===== config.mk =====
export PLATFORM = sky130hd
export DESIGN_NAME = tcp_decode
export DESIGN_NICKNAME = d
export VERILOG_FILES = /design/src/rtl/tcp_decode.sv
export SDC_FILE = /design/constraint.sdc
export NUM_CORES = 1
export LEC_CHECK = 0
export CAP_MARGIN = 20
export CORE_UTILIZATION = 40
export CTS_BUF_LIST = sky130_fd_sc_hd__clkbuf_4 sky130_fd_sc_hd__clkbuf_8
export DETAILED_ROUTE_END_ITERATION = 6
export HOLD_SLACK_MARGIN = 0.03
export PLACE_DENSITY = 0.62
export SLEW_MARGIN = 20
export SYNTH_ARGS = -nofsm -noshare
export SYNTH_HDL_FRONTEND = slang
export SYNTH_SLANG_ARGS = --single-unit

===== constraint.sdc =====
create_clock -name clk -period 29.4 [get_ports clk]
set_clock_uncertainty 0.15 [all_clocks]
set_input_delay 4.41 -clock clk [delete_from_list [all_inputs] [get_ports clk]]
set_output_delay 4.41 -clock clk [all_outputs]
set_load 0.005 [all_outputs]

===== src/rtl/tcp_decode.sv =====
// tcp_decode: parses a TCP segment byte stream, extracts header fields, skips options,
// forwards payload bytes and verifies the checksum including the IPv4 pseudo-header.
module tcp_decode #(
    parameter logic [15:0] LOCAL_PORT  = 16'd80,
    parameter bit          PORT_FILTER = 1'b1
) (
    input  logic        clk,
    input  logic        rst_n,
    input  logic        valid,
    input  logic [7:0]  din,
    input  logic [31:0] sa,
    input  logic [31:0] da,
    input  logic [15:0] seg_len,
    output logic [15:0] src_port,
    output logic [15:0] dst_port,
    output logic [31:0] seq,
    output logic [31:0] ack,
    output logic [7:0]  flags,
    output logic [15:0] window,
    output logic        hdr_done,
    output logic        payload_valid,
    output logic [7:0]  payload_data,
    output logic        done,
    output logic        err
);

    typedef enum logic [2:0] {
        ST_IDLE    = 3'd0,
        ST_HDR     = 3'd1,
        ST_OPT     = 3'd2,
        ST_PAYLOAD = 3'd3,
        ST_DROP    = 3'd4,
        ST_FINISH  = 3'd5
    } state_t;

    state_t      state_r, state_s;
    logic [15:0] cnt_r;
    logic [15:0] acc_r;
    logic [7:0]  hi_r;
    logic [23:0] sh_r;
    logic [3:0]  doff_r;
    logic [15:0] src_port_r, dst_port_r, window_r;
    logic [31:0] seq_r, ack_r;
    logic [7:0]  flags_r, payload_data_r;
    logic        hdr_done_r, payload_valid_r, done_r, err_r;

    logic [15:0] seed_s, sum_fin_s, hdr_last_s;
    logic        busy_s, hdr_err_s, fin_err_s;
    logic        hdr_done_s, payload_valid_s, done_s, err_s;

    // Ones-complement 16-bit add with end-around carry.
    function automatic logic [15:0] csum_add(input logic [15:0] a, input logic [15:0] b);
        logic [16:0] s;
        s = {1'b0, a} + {1'b0, b};
        return s[15:0] + {15'd0, s[16]};
    endfunction

    assign seed_s = csum_add(csum_add(csum_add(csum_add(csum_add(sa[31:16], sa[15:0]),
                    da[31:16]), da[15:0]), 16'h0006), seg_len);
    // An odd-length segment still has its last byte waiting in hi_r as a high byte.
    assign sum_fin_s  = cnt_r[0] ? csum_add(acc_r, {hi_r, 8'h00}) : acc_r;
    assign hdr_last_s = {10'd0, doff_r, 2'b00} - 16'd1;
    assign busy_s     = (state_r == ST_HDR) || (state_r == ST_OPT) ||
                        (state_r == ST_PAYLOAD) || (state_r == ST_DROP);
    assign fin_err_s  = (state_r == ST_DROP) || (cnt_r != seg_len) || (cnt_r < 16'd20) ||
                        (~sum_fin_s != 16'h0000);

    // Header sanity checks on the byte currently presented.
    always_comb begin
        hdr_err_s = 1'b0;
        if (cnt_r == 16'd3) begin
            if ((PORT_FILTER == 1'b1) && ({sh_r[7:0], din} != LOCAL_PORT)) begin
                hdr_err_s = 1'b1;
            end else begin
                hdr_err_s = 1'b0;
            end
        end else if (cnt_r == 16'd12) begin
            if ((din[7:4] < 4'd5) || ({10'd0, din[7:4], 2'b00} > seg_len)) begin
                hdr_err_s = 1'b1;
            end else begin
                hdr_err_s = 1'b0;
            end
        end else begin
            hdr_err_s = 1'b0;
        end
    end

    // State register.
    always_ff @(posedge clk) begin
        if (!rst_n) begin
            state_r <= ST_IDLE;
        end else begin
            state_r <= state_s;
        end
    end

    // Next-state logic.
    always_comb begin
        state_s = state_r;
        case (state_r)
            ST_IDLE: begin
                if (valid) state_s = ST_HDR;
                else       state_s = ST_IDLE;
            end
            ST_HDR: begin
                if (!valid)                state_s = ST_FINISH;
                else if (hdr_err_s)        state_s = ST_DROP;
                else if (cnt_r == 16'd19)  state_s = (doff_r > 4'd5) ? ST_OPT : ST_PAYLOAD;
                else                       state_s = ST_HDR;
            end
            ST_OPT: begin
                if (!valid)                   state_s = ST_FINISH;
                else if (cnt_r == hdr_last_s) state_s = ST_PAYLOAD;
                else                          state_s = ST_OPT;
            end
            ST_PAYLOAD: begin
                if (!valid) state_s = ST_FINISH;
                else        state_s = ST_PAYLOAD;
            end
            ST_DROP: begin
                if (!valid) state_s = ST_FINISH;
                else        state_s = ST_DROP;
            end
            ST_FINISH: state_s = ST_IDLE;
            default:   state_s = ST_IDLE;
        endcase
    end

    // Next values of the strobe/status outputs.
    always_comb begin
        hdr_done_s      = 1'b0;
        payload_valid_s = 1'b0;
        done_s          = 1'b0;
        err_s           = err_r;
        if (valid && (state_r == ST_HDR) && (cnt_r == 16'd19) && !hdr_err_s && (doff_r == 4'd5)) begin
            hdr_done_s = 1'b1;
        end else if (valid && (state_r == ST_OPT) && (cnt_r == hdr_last_s)) begin
            hdr_done_s = 1'b1;
        end else begin
            hdr_done_s = 1'b0;
        end
        if (valid && (state_r == ST_PAYLOAD)) payload_valid_s = 1'b1;
        else                                  payload_valid_s = 1'b0;
        if (busy_s && !valid) done_s = 1'b1;
        else                  done_s = 1'b0;
        if (valid && (state_r == ST_IDLE)) err_s = 1'b0;
        else if (done_s)                   err_s = fin_err_s;
        else                               err_s = err_r;
    end

    // Datapath: byte count, checksum, field capture and registered outputs.
    always_ff @(posedge clk) begin
        if (!rst_n) begin
            cnt_r           <= 16'd0;
            acc_r           <= 16'd0;
            hi_r            <= 8'd0;
            sh_r            <= 24'd0;
            doff_r          <= 4'd0;
            src_port_r      <= 16'd0;
            dst_port_r      <= 16'd0;
            seq_r           <= 32'd0;
            ack_r           <= 32'd0;
            flags_r         <= 8'd0;
            window_r        <= 16'd0;
            payload_data_r  <= 8'd0;
            hdr_done_r      <= 1'b0;
            payload_valid_r <= 1'b0;
            done_r          <= 1'b0;
            err_r           <= 1'b0;
        end else begin
            hdr_done_r      <= hdr_done_s;
            payload_valid_r <= payload_valid_s;
            done_r          <= done_s;
            err_r           <= err_s;
            if (state_r == ST_FINISH) begin
                cnt_r <= 16'd0;
                acc_r <= 16'd0;
                hi_r  <= 8'd0;
            end else if (valid) begin
                if (cnt_r != 16'hFFFF) cnt_r <= cnt_r + 16'd1;
                if (state_r == ST_IDLE)  acc_r <= seed_s;
                else if (cnt_r[0])       acc_r <= csum_add(acc_r, {hi_r, din});
                if (!cnt_r[0])           hi_r <= din;
                sh_r <= {sh_r[15:0], din};
                if (state_r == ST_PAYLOAD) payload_data_r <= din;
                if ((state_r == ST_HDR) || (state_r == ST_DROP)) begin
                    case (cnt_r)
                        16'd1:   src_port_r <= {sh_r[7:0], din};
                        16'd3:   dst_port_r <= {sh_r[7:0], din};
                        16'd7:   seq_r      <= {sh_r, din};
                        16'd11:  ack_r      <= {sh_r, din};
                        16'd12:  doff_r     <= din[7:4];
                        16'd13:  flags_r    <= din;
                        16'd15:  window_r   <= {sh_r[7:0], din};
                        default: doff_r     <= doff_r;
                    endcase
                end
            end
        end
    end

    assign src_port      = src_port_r;
    assign dst_port      = dst_port_r;
    assign seq           = seq_r;
    assign ack           = ack_r;
    assign flags         = flags_r;
    assign window        = window_r;
    assign hdr_done      = hdr_done_r;
    assign payload_valid = payload_valid_r;
    assign payload_data  = payload_data_r;
    assign done          = done_r;
    assign err           = err_r;

endmodule


# Word-level counts from Yosys, hierarchy flattened
# Index checks and enable logic that the tools add are counted.
# classes
n_mul,0
n_bitwise,4
n_eq_ne,18
addsub,16
n_mux,21
magnitude_cmp,4
shifts,0
n_div,0
n_reduce_logical,36
# op_table
operator,count
16-bit by 1-bit adder with 16-bit output,7
16-bit by 16-bit adder with 17-bit output,6
16-bit by 4-bit equality test with 1-bit output (second input constant),4
16-bit two-way mux,3
4-bit AND reduction,7
16-bit by 3-bit adder with 17-bit output (second input constant),1
16-bit by 1-bit adder with 16-bit output (second input constant),1
16-bit by 1-bit equality test with 1-bit output (second input constant),1
16-bit equality test,1
16-bit by 2-bit equality test with 1-bit output (second input constant),1
16-bit by 3-bit equality test with 1-bit output (second input constant),1
16-bit by 5-bit equality test with 1-bit output (second input constant),1
6-bit by 16-bit > comparator with 1-bit output,1
16-bit by 5-bit less-than comparator with 1-bit output (second input constant),1
16-bit != test,1
16-bit != test (second input constant),1
16-bit by 7-bit != test with 1-bit output (second input constant),1
16-bit inverter,1
16-bit nonzero test,1
3-bit one-hot mux with 5 select lines,1
1-bit two-way mux,12
3-bit two-way mux,4
1-bit logical AND,9
1-bit logical OR,8
other kinds (15),24
# totals
wordCells,116
output_inout_bits,132
latch_bits,0
mem_bits_ro,0
n_memories,0
register_bits,203
mem_bits_rw,0

# Logic depth before layout (Yosys ltp)
# logic_depth
depth_word,11
depth_mapped,79
ltp_nobuf,78

# Worst setup path before layout
# OpenSTA, ideal clock, no wires.
# synth_timing
path_kind,in2reg
from,input sa[0]
to,register acc_r[9]
t_arrival_ns,17.278
required_ns,29.179
path_stages,73
slack_ns,11.902
path_buffers,3
path_cell_list,ha_1 > inv_1 > fa_1 > nor2b_1 > o2111ai_1 > a31oi_1 > a31oi_1 > o21ai_0 > a31oi_1 > o21bai_1 > a21o_1 > ha_1 > ha_1 > nand2_1 > nor2_1 > nand4_1 > or3b_2 > nor3_1 > (+37 left out) > nor2_1 > xnor2_1 > ha_1 > clkbuf_1 > a21o_1 > a21oi_1 > a21oi_1 > o21a_1 > o21ai_0 > nand2b_1 > ha_1 > and3_1 > nand2_1 > nor4_1 > xnor2_1 > nor2_1 > a211o_1 > a21oi_1
# synth_via
elab_chain_len,11
# synth_rtl
element,line_no,text
start: declaration,11,"input logic [31:0] sa,"
16-bit by 16-bit adder with 17-bit output,54,"s = {1'b0, a} + {1'b0, b};"
16-bit by 1-bit adder with 16-bit output,55,"return s[15:0] + {15'd0, s[16]};"
16-bit by 16-bit adder with 17-bit output,54,
16-bit by 1-bit adder with 16-bit output,55,
16-bit by 16-bit adder with 17-bit output,54,
16-bit by 1-bit adder with 16-bit output,55,
16-bit by 3-bit adder with 17-bit output,54,
16-bit by 1-bit adder with 16-bit output,55,
16-bit by 16-bit adder with 17-bit output,54,
16-bit by 1-bit adder with 16-bit output,55,
16-bit two-way mux,181,if (state_r == ST_IDLE) acc_r <= seed_s;
end signal: assignment,181,
end signal: assignment,182,"else if (cnt_r[0]) acc_r <= csum_add(acc_r, {hi_r, din});"
end: declaration,38,logic [15:0] acc_r;
# Every way passes these cells.
# A chain may end at the register's enable or synchronous reset.

# Final worst setup path
# Ends and elaborated chain as after synthesis.

==> run metrics <==
Final Cycle Share=65.0%; WL per Instance=17.5 microns; max cap viols=0; Final Hold Violating Endpoints=0; Final #Nets=2304; Cell Area, Synth=14900 sq um; WL met3=1890 microns; Critical R2R Capture=acc_r[6]$_SDFFE_PP0P_; max-slew violations=0; Crit. End Element=flop; max_slew headroom=32.6%; Via-to-Cell Ratio=5.47; synth-to-layout area growth=21.7%; highest metal used=met4; DP HPWL=34500 microns; placed cells=2534; FF-to-FF Start=acc_r[0]$_SDFFE_PP0P_; max frequency=52.3 MHz; WP buf/inv=2; DRC=0; storage element area=4060 sq um; Synth top area share=27.4%; Most used DFF post-synth=dfxtp_1; area of the core=36600 sq um; starting density of the core=40.6%; first-pass GRT wire length=72000 microns; area leader, netlist=dfxtp_1; Ys Warns=0; Leak=0.00662 uW; Placed Area=17400 sq um; Post-CTS Resized=0; Root Buffer=clkbuf_8; layout cell share with drive strength beyond 1=5.18%; CTS tree=yes; IO Pins=223; die area=37900 sq um; ant diodes=0; Synth cell types=78; Routed WL=45300 microns; Final Critical Period=19120 ps; vias in the first global route=13400; Pwr Density=110 nW/um^2; Worst path most repeated cell=ha_1; final instance area=18100 sq um; # hold bufs at CTS=0; crit path kind=in2reg; most frequent cell after synthesis=nand2_1; initial antenna violation count=0; largest net degree at the start of global routing=99; GRT overflow=0; cts bufs inserted=34; critical path fanouts, max=9; GP Congestion=0.891; clock buffer depth=3; Post-synth EDFFs=0; Worst R2R Path Depth=18; Worst Tran Pin Value=1010 ps; crit path DAT=19430 ps; HP Class=reg2reg; port bufs=222; post-synth net total=2132; startpoint types=primary input; VDD IR-drop max=0.000108 V; Setup Buffers After CTS=0; FF+latch count, synth=203; Syn Area/Cell=7.70 sq um; Post-synth top cells=405 x nand2_1, 203 x dfxtp_1, 138 x a21boi_0, 127 x nor2_1, 112 x xnor2_1; Cell Count, Final, Fillers Out=2592; reg2reg setup slack=25340 ps; worst hold slack=309 ps; Rows=70; DIE HEIGHT=195 microns; Crit path max-delay family=simple AND/OR/NAND/NOR gates; RSZ-0062 raised after global routing=false; total negative setup slack=0 ps; ranking of synthesized cells by area=dfxtp_1 27%, nand2_1 10%, ha_1 8.8%; clk sinks=203; CP startpoint=sa[0]; M1 wire length=20300 microns; status=finished, final reports clean; Worst path max stage delay=590 ps; Fill cells=3644; Starting DRT DRC Count=839; met2 wire length=21800 microns; footprint of the multi-input gates=10200 sq um; Total Power=1980 uW; Post-Synthesis Cells=1930; drt first pass iters=5; Antenna Nets Post-Route=0; sequential area share after synthesis=27.4%; clock transition at the registers of the reported paths=60 ps; worst setup path endpoint=acc_r[9]$_SDFFE_PP0P_; Worst path depth=71; Post-synth ARST share=0%; setup violators final=0; die span in x=195 microns; critical path required time=29710 ps; Clk Latency, worst-skew pair=540 ps; vias=14200; Worst path slowest cell=a2111oi_0; H-Tree Depth=2; GR Util All Layers=23.4%
flip-flops by register name (all words and copies together) (netlist names):
name and count:
hdr_done 1, doff_r 4, done 1, ack 32
sh_r 24, cnt_r 16, acc_r 16, payload_valid 1
src_port 16, err 1, window 16, dst_port 16
flags 8, hi_r 8, state_r 3, seq 32
payload_data 8
worst register-to-register path: cells and delay by family (launching register included):
kind	cells	cell delay [ps]
AND/OR/NAND/NOR	6	620
flip-flops	1	350
adder cells (fa/ha/maj)	4	1060
AO/OA/AOI/OAI	7	1570
XOR/XNOR	1	180
metrics by stage:
step	worst slack, ps	util [%]
6_report	10280	49.4
5_1_grt	8990	49.4
4_1_cts	10480	49.4
3_5_place_dp	9940	47.5
3_3_place_gp	10370	47.5
2_1_floorplan	11900	-
logic make-up (layout without fill, tap and decap cells):
group                      Yosys count  after routing  share of synthesized area, %
AOI/OAI and AO/OA                  445            445                          21.1
xor gates and xnor gates           179            179                          10.7
adders and majority gates          111            111                          9.65
buffers and inverters              144            338                          3.83
DFF                                203            203                          27.4
muxes                               25             25                          1.69
and+or+nand+nor                    823            823                          25.6
metal layers:
metal / vias to the layer above / global-route usage, %
met2: 372 / 41.2
met5: - / 0
met3: 76 / 2.81
met1: 6626 / 29.7
li1: 7112 / -
met4: 0 / 7.14
where the power goes:
| group | switching [uW] | internal (uW) | leakage [uW] |
|---|---|---|---|
| Clock | 116 | 142 | 0.000363 |
| Sequential | 15.9 | 285 | 0.00164 |
| Combinational | 852 | 573 | 0.00462 |
worst min path at each step:
| stage | slack, ps | start | endpoint | cells after the start |
|---|---|---|---|---|
| floorplan | 290 | sh_r[18]$_SDFFE_PN0P_ | ack[26]$_SDFFE_PN0P_ | 2 |
| global placement | 290 | seq[8]$_SDFFE_PN0P_ | seq[8]$_SDFFE_PN0P_ | 2 |
| global route | 330 | ack[30]$_SDFFE_PN0P_ | ack[30]$_SDFFE_PN0P_ | 2 |
| CTS | 310 | ack[1]$_SDFFE_PN0P_ | ack[1]$_SDFFE_PN0P_ | 2 |
| finish | 310 | ack[2]$_SDFFE_PN0P_ | ack[2]$_SDFFE_PN0P_ | 2 |
| detailed placement | 300 | ack[1]$_SDFFE_PN0P_ | ack[1]$_SDFFE_PN0P_ | 2 |
area by class of cell:
cell class	instances	area share, %
clock inverter	5	0.208
inverter	44	0.914
tap	468	3.24
timing repair buffer	236	12.9
multi-input combinational	1583	56.7
sequential	203	22.5
clock buffer	53	3.62
layout by cell type, fill, tap and decap left out, types with 14 or more instances in the layout:
cell type,count
o21ai_0,42
o211ai_1,15
dfxtp_1,203
nand3_1,47
clkdlybuf4s50_1,221
a31oi_1,18
nand4_1,29
a21o_1,33
and3_1,20
buf_4,15
nor4_1,19
nor2b_1,27
and2_1,20
xnor2_1,112
nor2_1,126
nor3_1,49
nand2b_1,16
clkbuf_8,41
nand2_1,405
xor2_1,65
a21boi_0,138
mux2i_1,24
o21a_1,14
a21oi_1,75
inv_1,44
a211oi_1,14
ha_1,105
Power figures use the tool's default switching activity.
==> variant 1: new RTL, same flow settings <==
`PORT_FILTER`: 1'b1 -> 1'b0.
--- a/src/rtl/tcp_decode.sv
+++ b/src/rtl/tcp_decode.sv
@@ -2,7 +2,7 @@
 // forwards payload bytes and verifies the checksum including the IPv4 pseudo-header.
 module tcp_decode #(
     parameter logic [15:0] LOCAL_PORT  = 16'd80,
-    parameter bit          PORT_FILTER = 1'b1
+    parameter bit          PORT_FILTER = 1'b0
 ) (
     input  logic        clk,
     input  logic        rst_n,
Formal check against the unedited RTL: no difference found for any inputs over 4 cycles, from zero or initial values and one cycle with rst_n low; that may be too few to reach the edited logic, so the function may still have changed.
==> variant 1 against the original RTL <==
The flow now finishes with violations (DRC). Sequential cell count is the same. Final area down 0.17%. Die area decreased by 1.2%. Setup slack got worse by 0.48 ns. Wire length shrank 6.2%. Power fell by 6.4%. Combinational power shrank 10%. Synthesized area shrank 1.2%. Register-to-register slack lost 0.59 ns. Count of clock-buffer cells in the layout grew 3. Largest power group unchanged.
==> variant 1: results (changes against the original RTL) <==
Max stage delay on crit path -> 0.54 ns (-0.05 ns)
Vias in the first global route -> 13000 (-2.6%)
Count leader, synth -> nand2_1
Netlist cell types -> 100 (+28%)
Largest net degree at the start of global routing -> 121 (+22%)
Syn nets -> 2036 (-4.5%)
GPL Wtd Cong -> 0.911 (+2.2%)
Sequential share of the synthesized area -> 0.277 (+0.00343)
Routed length per instance -> 16.9 um (-3.2%)
First-pass GRT wire length -> 68200 um (-5.4%)
Post-CTS Repair Setup Buffers -> 0 (unchanged)
Violated checks -> DRC
DR pass1 iterations -> 7 (+2)
Share of cells above drive strength 1 -> 0.0663 (+0.0145)
FFs w/ async S/R, synth -> 0 (unchanged)
Hold Startpoint -> seq[7]$_SDFFE_PN0P_
Drc violations -> 17 (+17)
Post-cts resize count -> 0 (unchanged)
Static Leak -> 6.74 nW (+1.8%)
Worst Hold Depth -> 2 (unchanged)
R2r endpoint -> err$_SDFFE_PP0P_
Reg2reg start -> acc_r[8]$_SDFFE_PP0P_
Total Routing Usage GR -> 0.222 (-0.0125)
Worst reg2reg path depth -> 19 (+1)
Synth cell count leaders -> nand2_1 (354), dfxtp_1 (203), a21boi_0 (131), nor2_1 (106), ha_1 (105)
Status -> finished, violations left
Final net count -> 2228 (-3.3%)
Vias per std cell -> 5.43 (-0.81%)
Num CTS Buffers -> 35 (+2.9%)
Clock Latency Late Sink -> 0.53 ns
CP max FO -> 7 (-2)
Initial antenna violation count -> 0 (unchanged)
Reg-to-reg slack, setup -> 24.75 ns (-0.59 ns)
Iter 0 DRT Violations -> 807 (-3.8%)
IO Port Bufs -> 222 (unchanged)
Hold Path End -> seq[7]$_SDFFE_PN0P_
Worst Max-Slew Pin Slew -> 0.997 ns (-0.00955 ns)
Filler Cell Count -> 3429 (-5.9%)
Ys Warns -> 0 (unchanged)
Placed wire-length estimate -> 31900 um (-7.5%)
Maxcap violations -> 0 (unchanged)
Arr. time, crit path -> 19.86 ns (+0.43 ns)
CP max-delay cell -> or4_1
Max IR drop VDD -> 0.120 mV (+12%)
Largest cells by area after synthesis -> dfxtp_1 (28%), nand2_1 (9.1%), ha_1 (9.0%)
variant 1: power by group:
part | internal, mW | leakage (nW) | total [mW] | switching, mW
Combinational | 0.505 | 4.70 | 1.28 | 0.776
Clock | 0.153 | 0.397 | 0.271 | 0.118
Sequential | 0.288 | 1.64 | 0.305 | 0.0179
Total | 0.945 | 6.74 | 1.86 | 0.912
variant 1: critical path, delay by kind of cell:
family	cells	cell delay [ns]
compound gates	26	4.67
xor+xnor	4	0.56
fa+ha+maj	15	3.75
buf+inv	4	0.69
simple gates	28	5.73
variant 1: per-stage QoR:
stage | cells | cell area (sq um) | hold slack, ns | power (mW) | setup slack (ns)
2_1_floorplan | 1834 | 14700 | 0.299 | 1.31 | 11.36
3_3_place_gp | 2450 | 17300 | 0.300 | 1.56 | 9.84
3_5_place_dp | 2450 | 17300 | 0.309 | 1.58 | 9.38
4_1_cts | 2512 | 18000 | 0.317 | 1.85 | 9.89
5_1_grt | 2512 | 18000 | 0.337 | 2.01 | 8.19
6_report | 2512 | 18000 | 0.313 | 1.86 | 9.81
variant 1: cells by family after synthesis:
logic type               count (synthesis)  synth area share
flip-flops                             203             0.277
AND/OR/NAND/NOR                        754             0.248
AO/OA/AOI/OAI                          424             0.209
multiplexers                            39            0.0266
XOR/XNOR                               173             0.107
buffers and inverters                  130            0.0343
adder cells (fa/ha/maj)                111            0.0977
variant 1: how the worst max path moves through the flow:
stage                                         to  depth (start not counted)   start  slack (ns)
after floorplan           acc_r[11]$_SDFFE_PP0P_                         77   sa[0]       11.36
after global placement    acc_r[14]$_SDFFE_PP0P_                         77   sa[0]        9.84
after detailed placement  acc_r[14]$_SDFFE_PP0P_                         77  sa[16]        9.38
after CTS                 acc_r[14]$_SDFFE_PP0P_                         77   sa[0]        9.89
after global routing       acc_r[8]$_SDFFE_PP0P_                         79   sa[0]        8.19
final                     acc_r[14]$_SDFFE_PP0P_                         77   sa[0]        9.81
variant 1: per-layer routing:
metal	global-route usage	routed length (um)	vias up
met5	0	0	-
met4	0.0542	830	0
met3	0.0485	2580	58
met2	0.390	20300	360
met1	0.272	18800	6383
li1	-	-	6836
variant 1: cell type report:
cell class | instances | area, sq um | share of cell area
Tap cell | 461 | 577 | 0.0320
Clock inverter | 6 | 47.5 | 0.00263
Timing Repair Buffer | 241 | 2360 | 0.131
Sequential cell | 203 | 4060 | 0.225
Clock buffer | 56 | 702 | 0.0389
Multi-Input combinational cell | 1501 | 10100 | 0.561
Inverter | 44 | 165 | 0.00915
==> variant 2: new RTL, config.mk and constraints unchanged <==
Without the edit above. Make the reset (`rst_n`) asynchronous in 2 clocked blocks.
--- a/src/rtl/tcp_decode.sv
+++ b/src/rtl/tcp_decode.sv
@@ -86,7 +86,7 @@
     end
 
     // State register.
-    always_ff @(posedge clk) begin
+    always_ff @(posedge clk or negedge rst_n) begin
         if (!rst_n) begin
             state_r <= ST_IDLE;
         end else begin
@@ -149,7 +149,7 @@
     end
 
     // Datapath: byte count, checksum, field capture and registered outputs.
-    always_ff @(posedge clk) begin
+    always_ff @(posedge clk or negedge rst_n) begin
         if (!rst_n) begin
             cnt_r           <= 16'd0;
             acc_r           <= 16'd0;
Formal check against the unedited RTL: differs if rst_n is asserted again (counterexample within 4 cycles, from zero or initial values and one cycle with rst_n low); with rst_n held inactive, the same outputs for 4 cycles.
==> variant 2 against the original RTL <==
The flow now finishes with violations (DRC). Final area barely moved. Sequential cell count unchanged. Global-route usage fell by 2.9 points. Setup slack worse by 0.65 ns. Power grew 18%. Wire length is 14% lower. Final cell count is 13% lower. Critical path depth up 8. Synthesized area is 1.4% lower. Core utilization up 1.1 points. Critical endpoint is now acc_r[15]$_DFFE_PN0P_.
==> variant 2: results (changes against the original RTL) <==
Violated checks -> DRC
GPL Wtd Cong -> 0.938 (+5.3%)
Drc violations -> 24 (+24)
Ys Warns -> 0 (unchanged)
WL final -> 38900 um (-14%)
DR pass1 iterations -> 7 (+2)
CP max FO -> 6 (-3)
WHS -> 0.328 ns (+0.0186 ns)
Sequential share of the synthesized area -> 0.347 (+0.0732)
Status -> finished, violations left
Iter 0 DRT Violations -> 637 (-24%)
FFs w/ async S/R, synth -> 1.00 (+1.00)
Num CTS Buffers -> 35 (+2.9%)
Largest cells by area after synthesis -> dfrtp_1 (35%), mux2_2 (9.5%), ha_1 (9.0%)
Hold Path End -> payload_data[1]$_DFFE_PN0P_
Synth Instances -> 1551 (-20%)
Final net count -> 1968 (-15%)
Syn nets -> 1753 (-18%)
Arr. time, crit path -> 20.06 ns (+0.63 ns)
CP max-delay cell -> or4_1
Worst Max-Slew Pin Slew -> 1.03 ns (+0.0284 ns)
Max clock buf depth -> 3 (unchanged)
Static Leak -> 8.23 nW (+24%)
Worst Hold Depth -> 2 (unchanged)
Vias per std cell -> 5.43 (-0.73%)
Cell Area, Placed -> 17300 sq um (-0.27%)
Vias in the first global route -> 12100 (-9.6%)
Synth cell count leaders -> dfrtp_1 (203), nand2_1 (188), mux2_2 (124), xnor2_1 (111), ha_1 (105)
Placed cells -> 2190 (-14%)
Max stage delay on crit path -> 0.57 ns (-0.02 ns)
Worst reg2reg path depth -> 19 (+1)
Total Routing Usage GR -> 0.205 (-0.0289)
R2r endpoint -> acc_r[12]$_DFFE_PN0P_
Netlist cell types -> 86 (+10%)
Reg-to-reg slack, setup -> 25.16 ns (-0.18 ns)
Largest net degree at the start of global routing -> 81 (-18%)
Clock Latency Late Sink -> 0.51 ns (-0.03 ns)
Max IR drop VDD -> 0.0920 mV (-14%)
Hold Startpoint -> payload_data[1]$_DFFE_PN0P_
Post-cts resize count -> 0 (unchanged)
Share of cells above drive strength 1 -> 0.132 (+0.0802)
[variant 2: how the worst max path moves through the flow]
stage                                  endpoint  slack (ns)  cells after the start
after global placement    acc_r[15]$_DFFE_PN0P_        9.81                     79
after CTS                 acc_r[15]$_DFFE_PN0P_        9.72                     79
after floorplan           acc_r[15]$_DFFE_PN0P_       11.43                     77
after global routing      acc_r[15]$_DFFE_PN0P_        8.13                     79
after detailed placement  acc_r[15]$_DFFE_PN0P_        9.27                     79
final                     acc_r[15]$_DFFE_PN0P_        9.64                     79
[variant 2: cell families after synthesis]
logic type | synth area share
multiplexers | 0.104
buffers and inverters | 0.0266
AO/OA/AOI/OAI | 0.124
XOR/XNOR | 0.116
AND/OR/NAND/NOR | 0.185
flip-flops | 0.347
adder cells (fa/ha/maj) | 0.0979
[variant 2: layout make-up]
class,count,area [sq um]
fill,3352,17700
multi-input combinational,1248,9200
sequential,203,5080
timing repair buffer,236,2330
clock buffer,54,687
tap,461,577
inverter,42,158
clock inverter,5,58.8
[variant 2: critical path: cells and delay by family]
family	cells	cell delay, ns
AOI/OAI and AO/OA	26	3.97
xor gates and xnor gates	4	0.69
adders and majority gates	13	3.32
buffers and inverters	2	0.51
and+or+nand+nor	34	7.15
[variant 2: power breakdown]
| part | switching [mW] | internal [mW] | total, mW |
|---|---|---|---|
| registers | 0.0758 | 0.361 | 0.437 |
| logic | 0.918 | 0.721 | 1.64 |
| clock network | 0.112 | 0.158 | 0.269 |
| total | 1.11 | 1.24 | 2.34 |
[variant 2: layer usage]
layer,vias to the layer above,share of wire,global-route usage
li1,5986,-,-
met1,5911,0.48,0.281
met2,289,0.47,0.350
met3,33,0.035,0.0234
met4,0,0.011,0.0385
met5,-,0,0
